## src/rtl/pipeline_pkg.sv

```systemverilog
// ============================================================================
// Module  : pipeline_pkg
// Brief   : Shared types and defaults for the pipeline handshake slices.
// Revision: 1.0 - initial release
// ============================================================================
`default_nettype none

package pipeline_pkg;

  localparam int PIPE_DW = 32;

  typedef enum logic [1:0] {
    SK_EMPTY = 2'd0,
    SK_BUSY  = 2'd1,
    SK_FULL  = 2'd2
  } skid_state_e;

endpackage

`default_nettype wire

```

## src/rtl/pipeline_skid_slice.sv

```systemverilog
// ============================================================================
// Module  : pipeline_skid_slice
// Brief   : Fully-registered valid/ready slice with a main+skid entry pair.
// Revision: 1.0 - initial release
// ============================================================================
`default_nettype none

module pipeline_skid_slice
  import pipeline_pkg::*;
#(
  parameter int DW = PIPE_DW
) (
  input  logic          clk,
  input  logic          rst,
  input  logic          in_valid,
  output logic          in_ready,
  input  logic [DW-1:0] data_in,
  output logic          out_valid,
  input  logic          out_ready,
  output logic [DW-1:0] data_out,
  output logic [1:0]    occupancy
);

  localparam logic [1:0] ST_EMPTY = SK_EMPTY;
  localparam logic [1:0] ST_BUSY  = SK_BUSY;
  localparam logic [1:0] ST_FULL  = SK_FULL;

  logic [1:0]    r_state;
  logic          r_in_ready;
  logic [DW-1:0] r_main;
  logic [DW-1:0] r_skid;

  logic [1:0]    w_next_state;
  logic          w_in_fire;
  logic          w_out_fire;
  logic          w_load_main_in;
  logic          w_load_main_skid;
  logic          w_load_skid;

  assign w_in_fire  = in_valid & r_in_ready;
  assign w_out_fire = out_valid & out_ready;

  always_comb begin
    w_next_state     = r_state;
    w_load_main_in   = 1'b0;
    w_load_main_skid = 1'b0;
    w_load_skid      = 1'b0;
    case (r_state)
      ST_EMPTY: begin
        if (w_in_fire) begin
          w_load_main_in = 1'b1;
          w_next_state   = ST_BUSY;
        end
      end
      ST_BUSY: begin
        if (w_in_fire && w_out_fire) begin
          w_load_main_in = 1'b1;
        end else if (w_in_fire) begin
          w_load_skid  = 1'b1;
          w_next_state = ST_FULL;
        end else if (w_out_fire) begin
          w_next_state = ST_EMPTY;
        end
      end
      ST_FULL: begin
        if (w_out_fire) begin
          w_load_main_skid = 1'b1;
          w_next_state     = ST_BUSY;
        end
      end
      default: w_next_state = ST_EMPTY;
    endcase
  end

  // Ready is registered from the next state, so upstream never sees out_ready combinationally.
  always_ff @(posedge clk or posedge rst) begin
    if (rst) begin
      r_state    <= ST_EMPTY;
      r_in_ready <= 1'b0;
      r_main     <= '0;
      r_skid     <= '0;
    end else begin
      r_state    <= w_next_state;
      r_in_ready <= (w_next_state != ST_FULL);
      if (w_load_main_in) begin
        r_main <= data_in;
      end else if (w_load_main_skid) begin
        r_main <= r_skid;
      end
      if (w_load_skid) begin
        r_skid <= data_in;
      end
    end
  end

  always_comb begin
    occupancy = 2'd0;
    case (r_state)
      ST_BUSY: occupancy = 2'd1;
      ST_FULL: occupancy = 2'd2;
      default: occupancy = 2'd0;
    endcase
  end

  assign in_ready  = r_in_ready;
  assign out_valid = (r_state == ST_BUSY) || (r_state == ST_FULL);
  assign data_out  = r_main;

endmodule

`default_nettype wire

```

## config.mk

```make
export PLATFORM = sky130hd
export DESIGN_NAME = pipeline_skid_slice
export DESIGN_NICKNAME = d
export VERILOG_FILES = /design/src/rtl/pipeline_pkg.sv /design/src/rtl/pipeline_skid_slice.sv
export SDC_FILE = /design/constraint.sdc
export NUM_CORES = 1
export LEC_CHECK = 0
export CAP_MARGIN = 5
export CORE_ASPECT_RATIO = 0.8
export CORE_MARGIN = 5
export CORE_UTILIZATION = 45
export DETAILED_ROUTE_END_ITERATION = 16
export DONT_BUFFER_PORTS = 1
export HOLD_SLACK_MARGIN = 0.08
export SYNTH_ARGS = -nofsm -noshare
export SYNTH_HDL_FRONTEND = slang
export SYNTH_SLANG_ARGS = --single-unit
```

## constraint.sdc

```tcl
create_clock -name clk -period 4.35 [get_ports clk]
set_input_delay 0.87 -clock clk [delete_from_list [all_inputs] [get_ports clk]]
set_output_delay 0.87 -clock clk [all_outputs]
set_load 0.05 [all_outputs]
```

==> flow_summary_export.csv <==
group,metric,value,unit
final_layout,antenna_cells,0,
timing,finalCriticalPeriod,2.73,ns
worst_setup_path,start_kind,"register",
floorplanning,dieArea,0.00852,mm²
synth,syn_area_per_cell,13.0,µm²
floorplanning,initial_core_util,0.470,
synth,yosysWarnings,0,
hold_path,min_path_type,"reg2reg",
synth,synthFlopType,"dfrtp_1",
synth,synth.top_cells.by_count,"dfrtp_1 (67), nand2_1 (36), mux2i_1 (32)",
worst_setup_path,cp-end-kind,"register",
floorplanning,fp.dieH,83.6,µm
routing,vias,1703,
routing,drt_iter0_drc,33,
synth,ys_async_sr_fraction,1.00,
synth,syn_inst,234,
grt,grt_overflow,0,
cts,post_cts_resized,0,
placement,place_congestion,0.790,
synth,yosysUniqueCellTypes,24,
job,cap_violations,0,
grt,grt_use_total,0.144,
timing,hold_ws,0.506,ns
cts,cts_hold_buf,0,
cts,numCtsBuffers,9,
pwr,p_leak,0.00167,µW
pwr,power.density,899,mW/mm²
grt,grt_pass1_wl,9430,µm
cts,clock_latency,0.33,ns
worst_setup_path,worst_ep_required_time,4.56,ns
timing,skew,0.00496,ns
floorplanning,core_area,0.00647,mm²
timing,grt_setup_unrepaired,"false",
worst_setup_path,critical_path_class,"reg2reg",
routing,vias_per_cell,5.32,
cts,clk_pin_slew,0.07,ns
run_status,status,"complete, no violations",
cts,cts_max_path_buffers,2,
routing,drt_first_pass_iters,4,
routing,wl,5740,µm
cts,cts_tree,"yes",
timing,period_share,0.628,
routing,antenna_left,0,
synth,synthTopCellsByArea,"dfrtp_1 (55%), mux2_4 (14%), mux2i_1 (11%)",
routing,route.detailed.drc,0,
cts,htree_levels,3,
timing,max_freq,366,MHz
placement,dpl.hpwl,3720,µm
timing,fin_setup_tns,0,ns
floorplanning,die_w,102,µm
timing,setup_viol,0,
synth,ys_seq_area_frac,0.551,
floorplanning,io_pins,72,
grt,grt_max_degree,44,
placement,port_buffers,0,
cts,cts-root-buf,"clkbuf_8",
cts,postCtsSetupBuffers,0,
synth,syn_area,0.00305,mm²
cts,clock-sinks,67,
final_layout,drive_gt1_frac,0.220,
synth,synthesis.nets,275,
timing,drv_slew,0,
grt,grt_pass1_vias,1795,
synth,synth_area_leader_cell,"dfrtp_1",
timing,tightest_slew,1.07,ns
synth,synth_edf_count,0,
worst_setup_path,cp_max_fo,33,
synth,synthMostInstantiatedCell,"dfrtp_1",
timing,slew-limit-headroom,0.283,
final_layout,num-nets-final,276,
final_layout,area_delta_synth_final,6.29,%
synth,synth_top_area_frac,0.551,
grt,antenna_found_initial,0,
synth,synth-seq-cells,67,
timing,hold_viol_final,0,
floorplanning,core.rowCount,26,
worst_setup_path,cp.arrival,2.94,ns
routing,wl_per_cell,17.9,µm
pwr,irDropWorstVdd,502,µV
## logic make-up (layout without fill, tap and decap cells)
logic type               Yosys count  in the layout  share of synthesized area
flip-flops                        67             67                      0.551
adder cells (fa/ha/maj)            5              5                     0.0205
AO/OA/AOI/OAI                     41             41                     0.0740
XOR/XNOR                           1              1                    0.00288
AND/OR/NAND/NOR                   41             41                     0.0608
buffers and inverters             15             17                     0.0320
multiplexers                      64             64                      0.259
## per-stage QoR
| step | total power, µW | setup slack (ns) | util | cells | instance area, µm² |
|---|---|---|---|---|---|
| 2_1_floorplan | 2340 | 1.80 | - | 234 | 3050 |
| 3_3_place_gp | 2470 | 1.67 | 0.476 | 308 | 3080 |
| 3_5_place_dp | 2500 | 1.59 | 0.476 | 308 | 3080 |
| 4_1_cts | 2940 | 1.60 | 0.500 | 320 | 3240 |
| 5_1_grt | 3080 | 1.39 | 0.500 | 320 | 3240 |
| 6_report | 2910 | 1.62 | 0.500 | 320 | 3240 |
## layout make-up
cell class	instances	area, µm²
clock buffers	12	155
fillers	560	3240
inverters	3	11.3
multi-input cells	152	1270
flip-flops and latches	67	1680
well taps	84	105
repair buffers	2	15.0
## critical path, stage by stage, from the launching register on
cell and delay (ns):
dfrtp_1 0.44, inv_1 0.11, ha_1 0.57, nand2_2 0.22
nand4_4 0.69, mux2_4 0.56
## report_power, final
part           switching [µW]  leakage [µW]  internal, µW
clock network             205     0.0000803           226
logic                     398      0.000779           445
registers                 712      0.000811           923
total                    1310       0.00167          1590
## metal layers
layer,track usage,up-vias,part of all wire
met4,0.0608,0,0.010
met5,0,-,0
met2,0.200,47,0.45
met1,0.188,835,0.44
met3,0.0710,6,0.093
li1,-,815,-
## path summary, 6_finish.rpt
| kind | endpoint | from | slack, ns | cells after the start |
|---|---|---|---|---|
| worst max register to register | r_skid[2] | r_state[0] | 1.62 | 5 |
| max in group asynchronous | r_skid[9] | rst | 2.90 | 2 |
| worst min register to register | r_skid[7] | r_skid[7] | 0.51 | 1 |
| min in group asynchronous | data_out[25] | rst | 0.60 | 1 |
| worst min-delay path | r_skid[7] | r_skid[7] | 0.51 | 1 |
| worst max-delay path | r_skid[2] | r_state[0] | 1.62 | 5 |
## placed cells by master (no fill, tap or decap), drive strengths merged
| cell type | synthesis | final |
|---|---|---|
| inv | 3 | 3 |
| mux2i | 32 | 32 |
| a21boi | 2 | 2 |
| a31oi | 3 | 3 |
| nand4 | 1 | 1 |
| a21o | 1 | 1 |
| clkbuf | 2 | 12 |
| o21ai | 33 | 33 |
| nor2 | 2 | 2 |
| nand2 | 37 | 37 |
| dfrtp | 67 | 67 |
| mux2 | 32 | 32 |
| ha | 5 | 5 |
| buf | 10 | 2 |
| xnor2 | 1 | 1 |
| a31o | 1 | 1 |
| a221o | 1 | 1 |
| and3 | 1 | 1 |
## flip-flops by register name, summed over array words and instances, names as in the netlist
register and cells:
data_out 32, r_skid 32, r_state 2, in_ready 1
Power figures use the tool's default switching activity.
